[src/rtl/muldiv_unit_pkg.sv]
// rtl/muldiv_unit_pkg.sv - shared width, operation and state types for the mul/div unit
package muldiv_unit_pkg;

   localparam int WIDTH = 32;

   typedef enum logic [1:0] {
      MULT  = 2'd0,
      MULTU = 2'd1,
      DIV   = 2'd2,
      DIVU  = 2'd3
   } muldiv_op_e;

   typedef enum logic [1:0] {
      IDLE = 2'd0,
      RUN  = 2'd1,
      FIX  = 2'd2
   } muldiv_state_e;

   // Two's-complement magnitude; 0x80000000 maps to itself, which reads correctly as unsigned.
   function automatic logic [WIDTH-1:0] abs_val(input logic [WIDTH-1:0] v);
      return v[WIDTH-1] ? -v : v;
   endfunction

endpackage

[src/rtl/muldiv_datapath.sv]
// rtl/muldiv_datapath.sv - shift-add multiply / restoring divide accumulator with sign fixup
module muldiv_datapath
   import muldiv_unit_pkg::*;
(
   input  logic             clk,
   input  logic             nrst,
   input  logic             load,
   input  logic             step,
   input  muldiv_op_e       op,
   input  logic [WIDTH-1:0] rs_data,
   input  logic [WIDTH-1:0] rt_data,
   output logic [WIDTH-1:0] res_hi,
   output logic [WIDTH-1:0] res_lo
);

   // Multiply: acc = {partial product, remaining multiplier bits}.
   // Divide:   acc = {partial remainder, dividend bits shifting into quotient bits}.
   logic [2*WIDTH-1:0] acc_q, acc_d;
   logic [WIDTH-1:0]   opb_q, opb_d;
   logic               is_div_q, is_div_d;
   logic               quo_neg_q, quo_neg_d;
   logic               rem_neg_q, rem_neg_d;

   logic               is_div, is_signed, dbz;
   logic [WIDTH-1:0]   a_mag, b_mag;
   logic [WIDTH:0]     sum, shifted, diff;
   logic [2*WIDTH-1:0] prod;
   logic [WIDTH-1:0]   quo, rem;

   // Operand latch on issue, then one multiply or divide step per RUN cycle
   always_comb begin
      is_div    = op[1];
      is_signed = ~op[0];
      dbz       = is_div && (rt_data == '0);
      // A zero divisor keeps the raw dividend so the remainder comes out as rs_data unchanged.
      a_mag     = (is_signed && !dbz) ? abs_val(rs_data) : rs_data;
      b_mag     = is_signed ? abs_val(rt_data) : rt_data;

      sum       = {1'b0, acc_q[2*WIDTH-1:WIDTH]} + {1'b0, (acc_q[0] ? opb_q : '0)};
      shifted   = acc_q[2*WIDTH-1:WIDTH-1];
      diff      = shifted - {1'b0, opb_q};

      acc_d     = acc_q;
      opb_d     = opb_q;
      is_div_d  = is_div_q;
      quo_neg_d = quo_neg_q;
      rem_neg_d = rem_neg_q;
      if (load) begin
         acc_d     = {{WIDTH{1'b0}}, (is_div ? a_mag : b_mag)};
         opb_d     = is_div ? b_mag : a_mag;
         is_div_d  = is_div;
         quo_neg_d = is_signed && !dbz && (rs_data[WIDTH-1] ^ rt_data[WIDTH-1]);
         rem_neg_d = is_signed && !dbz && rs_data[WIDTH-1];
      end else if (step) begin
         if (!is_div_q)
            acc_d = {sum, acc_q[WIDTH-1:1]};
         else if (!diff[WIDTH])
            acc_d = {diff[WIDTH-1:0], acc_q[WIDTH-2:0], 1'b1};
         else
            acc_d = {shifted[WIDTH-1:0], acc_q[WIDTH-2:0], 1'b0};
      end
   end

   // Accumulator and operand registers
   always_ff @(posedge clk or negedge nrst) begin
      if (!nrst) begin
         acc_q     <= '0;
         opb_q     <= '0;
         is_div_q  <= 1'b0;
         quo_neg_q <= 1'b0;
         rem_neg_q <= 1'b0;
      end else begin
         acc_q     <= acc_d;
         opb_q     <= opb_d;
         is_div_q  <= is_div_d;
         quo_neg_q <= quo_neg_d;
         rem_neg_q <= rem_neg_d;
      end
   end

   // Sign fixup of the finished magnitudes, selected onto HI/LO
   always_comb begin
      prod   = quo_neg_q ? -acc_q : acc_q;
      quo    = quo_neg_q ? -acc_q[WIDTH-1:0] : acc_q[WIDTH-1:0];
      rem    = rem_neg_q ? -acc_q[2*WIDTH-1:WIDTH] : acc_q[2*WIDTH-1:WIDTH];
      res_hi = is_div_q ? rem : prod[2*WIDTH-1:WIDTH];
      res_lo = is_div_q ? quo : prod[WIDTH-1:0];
   end

endmodule

[src/rtl/muldiv_unit.sv]
// rtl/muldiv_unit.sv - iterative multiply/divide unit with HI/LO registers and pipeline stall
module muldiv_unit
   import muldiv_unit_pkg::*;
#(
   parameter int ITERATIONS = WIDTH
) (
   input  logic             clk,
   input  logic             nrst,
   input  logic             start,
   input  muldiv_op_e       op,
   input  logic [WIDTH-1:0] rs_data,
   input  logic [WIDTH-1:0] rt_data,
   input  logic             read_hi,
   input  logic             read_lo,
   input  logic             write_hi,
   input  logic             write_lo,
   input  logic             flush,
   output logic             busy,
   output logic             stall,
   output logic             done,
   output logic [WIDTH-1:0] hi,
   output logic [WIDTH-1:0] lo
);

   localparam int CW = $clog2(ITERATIONS);

   muldiv_state_e    state_q, state_d;
   logic [CW-1:0]    counter_q, counter_d;
   logic [WIDTH-1:0] hi_q, hi_d, lo_q, lo_d;
   logic             done_q, done_d;
   logic             load, step;
   logic [WIDTH-1:0] res_hi, res_lo;

   muldiv_datapath u_datapath (
      .clk     (clk),
      .nrst    (nrst),
      .load    (load),
      .step    (step),
      .op      (op),
      .rs_data (rs_data),
      .rt_data (rt_data),
      .res_hi  (res_hi),
      .res_lo  (res_lo)
   );

   // State, step counter, HI/LO and done registers
   always_ff @(posedge clk or negedge nrst) begin
      if (!nrst) begin
         state_q   <= IDLE;
         counter_q <= '0;
         hi_q      <= '0;
         lo_q      <= '0;
         done_q    <= 1'b0;
      end else begin
         state_q   <= state_d;
         counter_q <= counter_d;
         hi_q      <= hi_d;
         lo_q      <= lo_d;
         done_q    <= done_d;
      end
   end

   // Next state: flush beats start in IDLE and aborts RUN/FIX
   always_comb begin
      state_d   = state_q;
      counter_d = counter_q;
      case (state_q)
         IDLE: begin
            if (start && !flush) begin
               state_d   = RUN;
               counter_d = CW'(ITERATIONS - 1);
            end
         end
         RUN: begin
            if (flush)
               state_d = IDLE;
            else if (counter_q == '0)
               state_d = FIX;
            else
               counter_d = counter_q - CW'(1);
         end
         FIX:     state_d = IDLE;
         default: state_d = IDLE;
      endcase
   end

   // FSM outputs: busy, stall and datapath strobes
   always_comb begin
      busy  = (state_q != IDLE);
      stall = busy && (start || read_hi || read_lo || write_hi || write_lo);
      load  = (state_q == IDLE) && start && !flush;
      step  = (state_q == RUN) && !flush;
   end

   // HI/LO update: operation result on FIX, MTHI/MTLO when idle and no start
   always_comb begin
      hi_d   = hi_q;
      lo_d   = lo_q;
      done_d = 1'b0;
      if (state_q == FIX && !flush) begin
         hi_d   = res_hi;
         lo_d   = res_lo;
         done_d = 1'b1;
      end else if (state_q == IDLE && !start) begin
         if (write_hi) hi_d = rs_data;
         if (write_lo) lo_d = rs_data;
      end
   end

   assign done = done_q;
   assign hi   = hi_q;
   assign lo   = lo_q;

   // Decode never issues a mul/div together with MTHI/MTLO
   start_mt_exclusive: assert property (@(posedge clk) disable iff (!nrst)
      !(state_q == IDLE && start && (write_hi || write_lo)));

endmodule
[config.mk]
export PLATFORM = sky130hd
export DESIGN_NAME = muldiv_unit
export DESIGN_NICKNAME = d
export VERILOG_FILES = /design/src/rtl/muldiv_unit_pkg.sv /design/src/rtl/muldiv_datapath.sv /design/src/rtl/muldiv_unit.sv
export SDC_FILE = /design/constraint.sdc
export NUM_CORES = 1
export LEC_CHECK = 0
export ABC_AREA = 1
export CAP_MARGIN = 20
export CORE_AREA = 5 5 213 194
export CTS_BUF_LIST = sky130_fd_sc_hd__clkbuf_8
export CTS_CLUSTER_DIAMETER = 40
export DETAILED_ROUTE_END_ITERATION = 7
export DIE_AREA = 0 0 218 199
export PLACE_DENSITY = 0.65
export SYNTH_ARGS = -nofsm -noshare
export SYNTH_HDL_FRONTEND = slang
export SYNTH_SLANG_ARGS = --single-unit
[constraint.sdc]
create_clock -name clk -period 5.23 [get_ports clk]
set_input_delay 0.7845 -clock clk [delete_from_list [all_inputs] [get_ports clk]]
set_output_delay 0.7845 -clock clk [all_outputs]
set_load 0.01 [all_outputs]
* Word level (Yosys, flattened, before mapping)
Cells that the tools add are included.
Word-level totals: register bits 171, word-level logic and storage cells 88, output and inout bits 67
Cells by class: reductions and logical operators 31, muxes and demuxes 31, add/sub/neg operators 8, equal/unequal tests 6, bitwise gates (word level) 2
Operator list (count):
- 32-bit 2-to-1 mux | 17
- 64-bit 2-to-1 mux | 5
- 32-bit negation | 4
- 64-bit negation | 1
- 32-bit by 32-bit adder with 33-bit output | 1
- 33-bit by 32-bit subtractor with 33-bit output | 1
- 32-bit zero test | 1
- 5-bit 2-to-1 mux | 3
- 2-bit nonzero test | 6
- 1-bit logical AND | 11
- 5-bit one-hot mux with 2 select lines | 1
- 2-bit 2-to-1 mux | 3
- 2-bit inequality test (second input constant) | 3
- 2-bit AND reduction | 3
- 5-bit zero test | 1
- 5-bit by 1-bit subtractor with 5-bit output (second input constant) | 1
- 1-bit logical OR | 4
- 2-bit one-hot mux with 2 select lines | 1
- 4-bit AND reduction | 1
- 1-bit zero test | 3
- 3-bit inequality test (second input constant) | 1
- 2-bit by 1-bit equality test with 1-bit output (second input constant) | 1
- 2-bit equality test (second input constant) | 1
- 2-bit zero test | 1
- 3 further kinds | 3

* Logic depth before layout (Yosys ltp)
depth after elaboration 7, mapped depth 20

* Cells and area by module
Synthesis repeated with hierarchy kept, for this count alone.
Second synthesis, totals: cells, all modules 3194, area total of the unflattened synthesis 18604.1 um^2
Modules (own cells, without submodules):
- muldiv_datapath | times used 1, area an instance 15088.2 um^2, cells each 2686
- muldiv_unit | times used 1, area an instance 3515.9 um^2, cells each 508

* Least setup slack after synthesis
No wires, ideal clock.
path type register to register, start point register u_datapath.acc_q[0], end point register u_datapath.acc_q[59], data required time 5.114 ns, setup time 0.116 ns, buffers on the path 2, setup slack 2.609 ns, arrival time 2.504 ns, cell stages (with the launch flop) 20, cell sequence dfrtp_1 -> buf_2 -> clkbuf_1 -> nand2_1 -> inv_1 -> ha_1 -> inv_1 -> fa_1 -> o21ai_0 -> nand2_1 -> nand2_1 -> nand2_1 -> nand2_1 -> nand2_1 -> nand3_1 -> nand2_1 -> nor2_1 -> nor2_1 -> nand2_1 -> nand2_1
Between the ends: longest elaborated chain between the ends 5
Ends and longest elaborated chain:
- from (decl) | line muldiv_datapath.sv:18 | logic [2*WIDTH-1:0] acc_q, acc_d;
- from (signal assigned) | line muldiv_datapath.sv:67 | acc_q <= '0;
- from (signal assigned) | line muldiv_datapath.sv:73 | acc_q <= acc_d;
- 32-bit 2-to-1 mux | line muldiv_datapath.sv:39 | sum = {1'b0, acc_q[2*WIDTH-1:WIDTH]} + {1'b0, (acc_q[0] ? opb_q : '0)};
- 32-bit by 32-bit adder with 33-bit output | line muldiv_datapath.sv:39
- 64-bit 2-to-1 mux | line muldiv_datapath.sv:55 | if (!is_div_q)
- 64-bit 2-to-1 mux | line muldiv_datapath.sv:54 | end else if (step) begin
- 64-bit 2-to-1 mux | line muldiv_datapath.sv:48 | if (load) begin
Every way passes these cells. The select of a mux whose other input is x is not followed. A chain may end at the register's enable or synchronous reset.

* Worst setup path in the final report
start point register u_datapath.quo_neg_q, end point register hi_q[16], in the netlist hi[16]
Between the ends: longest elaborated chain between the ends 3
Ends and longest elaborated chain:
- from (decl) | line muldiv_datapath.sv:21 | logic quo_neg_q, quo_neg_d;
- from (signal assigned) | line muldiv_datapath.sv:76 | quo_neg_q <= quo_neg_d;
- 64-bit 2-to-1 mux | line muldiv_datapath.sv:83 | prod = quo_neg_q ? -acc_q : acc_q;
- 32-bit 2-to-1 mux | line muldiv_datapath.sv:86 | res_hi = is_div_q ? rem : prod[2*WIDTH-1:WIDTH];
- 32-bit 2-to-1 mux | line muldiv_unit.sv:100 | if (state_q == FIX && !flush) begin
- to (signal assigned) | line muldiv_unit.sv:57 | hi_q <= hi_d;
- to (decl) | line muldiv_unit.sv:29 | logic [WIDTH-1:0] hi_q, hi_d, lo_q, lo_d;
Every way passes these cells.

==> results.toml <==
[layout]
drive_gt1_share_pct = 3.53
final_common_cell = "nand2_1"
most-common-layout-cells = "950 x nand2_1, 432 x inv_1, 347 x nor2_1"
nets = 3249
syn_to_final_growth_pct = 12.9

[floorplanning]
num_rows = 69
dieHeight_um = 199
initial_core_util_pct = 45.3
ios = 141
core-area_sq_um = 39000
die_w_um = 218
dieArea_sq_um = 43400

[worst_setup_path]
cp_slowest_cell = "clkinv_1"
reg2reg_from = "u_datapath.quo_neg_q"
cp-end-kind = "flop"
path_cells = "buf_4 -> clkinv_1 -> o21ai_0 -> o21ai_0 -> nand2_1 -> a21oi_1 -> o21ai_0 -> o211ai_1"
cp-start-kind = "flop"
crit_path_frequent_cell = "o21ai_0"
critPathLaunch = "u_datapath.quo_neg_q"
required_ns = 5.63
path_class = "flop to flop"
cp_top_family = "buffers and inverters"
worst_ep_arrival_time_ns = 3.65
cp_max_fo = 49
path_buf_inv = 2
critPathMaxStageDelay_ns = 0.93

[synthesis]
syn_area_sq_um = 17700
synth.area.top_cells = "dfrtp_1 24%, nand2_1 20%, inv_1 9.1%"
synth_nets = 3158
synth-warning-count = 0
yosys_most_used_dff = "dfrtp_1"
ys_types = 54
synth_top_area_cell = "dfrtp_1"
synth-seq-area-share_pct = 24.2
synth_edf_count = 0
syn_inst = 3012
avgSynthCellArea_sq_um = 5.87
synth-seq-cells = 171
synth_top_area_share_pct = 24.2
async_reset_ff_share_pct = 100

[timing]
drv_slew = 0
slew-limit-headroom_pct = 35.3
fmax_ghz = 0.307
finClkSkew_ns = 0.0222
min_period_ns = 3.26
finalHoldViolCount = 0
rsz0062_at_grt = "no"
setup_slack_ns = 1.97
worst_pin_slew_ns = 0.965
setup_viol_count_final = 0
whs_ns = 0.246
setup_tns_ns = 0
period_share_pct = 62.2

[place]
port_buffers = 140
hpwl_um = 63700
pre_cts_slack_ns = 1.78
place.gp.congestion = 1.09

[clock_tree]
postCtsHoldBufs = 0
post_cts_buffers = 0
cts_htree_levels = 4
cts_resized = 0
cts_tree = "done"
insertion_delay_ns = 0.54
root_buffer = "clkbuf_8"
cts_buffers = 17
path_clk_slew_ns = 0.10
clock-sinks = 171
clock_path_buffers = 2

[grt]
grtUsageMet1_pct = 50.8
met3_usage_pct = 9.13
grt_max_degree = 99
grt_pass1_wl_um = 121000
grt_usage_pct = 36.6
grt_pass1_vias = 19600
overflow = 0
met2_usage_pct = 55.4
antenna_found_initial = 1
top_usage_layer = "met2"

[power_and_ir_drop]
power_density_nw_per_um2 = 515
max-vdd-ir-drop_mv = 0.253
total_leakage_power_uw = 0.0103

[drt]
wirelength_um = 79900
vias = 21000
post-route-drc-count = 0
ant_nets = 0
wl_per_cell_um = 21.9
via_per_inst = 5.75
drt_iter0_drc = 2724
dr.pass1.iters = 7

[outcome]
status = "finished, final reports clean"

[flow_run]
drv_cap = 0

[min_path]
hold_class = "primary input to async pin"
==> area by class of cell <==
class                      count  area, sq um
clock buffer                  19          262
sequential                   171         4280
inverter                     441         1660
timing repair buffer         167         1620
tap                          532          666
clock inverter                12          148
multi-input combinational   2305        11300
fill                        4230        19100
antenna                        2         5.00
==> report_power, final <==
part	internal, uW	switching [uW]
clock network	492	576
logic	2180	4370
registers	1700	970
total	4370	5920
==> per-stage QoR <==
step / util [%] / instances / power [uW] / area (sq um)
5_1_grt: 51.1 / 3647 / 11100 / 20000
3_3_place_gp: 50.1 / 3615 / 8960 / 19500
4_1_cts: 51.1 / 3646 / 10100 / 19900
6_report: 51.1 / 3649 / 10300 / 20000
2_1_floorplan: - / 3012 / 6780 / 17700
3_5_place_dp: 50.1 / 3615 / 9000 / 19500
==> logic make-up (layout without fill, tap and decap cells) <==
logic type / Yosys count / count (layout) / synth area share (%)
xor gates and xnor gates: 52 / 52 / 2.58
other: 0 / 2 / 0
AOI/OAI and AO/OA: 494 / 494 / 16.5
DFF: 171 / 171 / 24.2
adders and majority gates: 72 / 72 / 5.18
buffers and inverters: 536 / 639 / 11.9
and+or+nand+nor: 1687 / 1687 / 39.7
==> registers in the layout, indices dropped and copies added (netlist names) <==
name,cells
u_datapath.acc_q,64
u_datapath.is_div_q,1
done,1
u_datapath.quo_neg_q,1
state_q,2
u_datapath.rem_neg_q,1
hi,32
counter_q,5
u_datapath.opb_q,32
lo,32
==> final timing paths <==
| path | to | slack (ns) | cells past startpoint |
|---|---|---|---|
| max in group asynchronous | u_datapath.acc_q[58] | 3.92 | 2 |
| hold reg to reg | lo[2] | 0.50 | 2 |
| hold / removal | lo[14] | 0.25 | 1 |
| setup / recovery | hi[16] | 1.97 | 8 |
| setup reg to reg | hi[16] | 1.97 | 8 |
| min in group clk | lo[2] | 0.50 | 2 |
==> cells in the mapped netlist (3+ instances only) <==
master / instances
o21ai_1: 18
o221ai_1: 27
nor4_1: 10
nand2_1: 950
o21ai_0: 152
nor3_1: 22
inv_2: 10
a31oi_1: 8
o211ai_1: 41
o21bai_1: 13
a21o_1: 6
buf_1: 12
nand3b_1: 7
o22ai_1: 3
inv_1: 429
o21ai_2: 3
nand2_2: 7
buf_2: 22
ha_1: 70
nor2_4: 4
or2_2: 4
buf_6: 7
nor2_1: 352
xnor2_1: 16
nor2_2: 9
nand3_2: 3
a221oi_1: 26
a21oi_1: 173
a22oi_1: 16
nand3_1: 268
dfrtp_1: 171
clkbuf_1: 52
xor2_1: 36
nand4_1: 39
==> metal layers <==
metal,part of all wire (%),vias up
li1,-,9930
met4,4.6,2
met1,42,9750
met5,0.011,-
met3,11,203
met2,42,1093
Power figures use the tool's default switching activity.
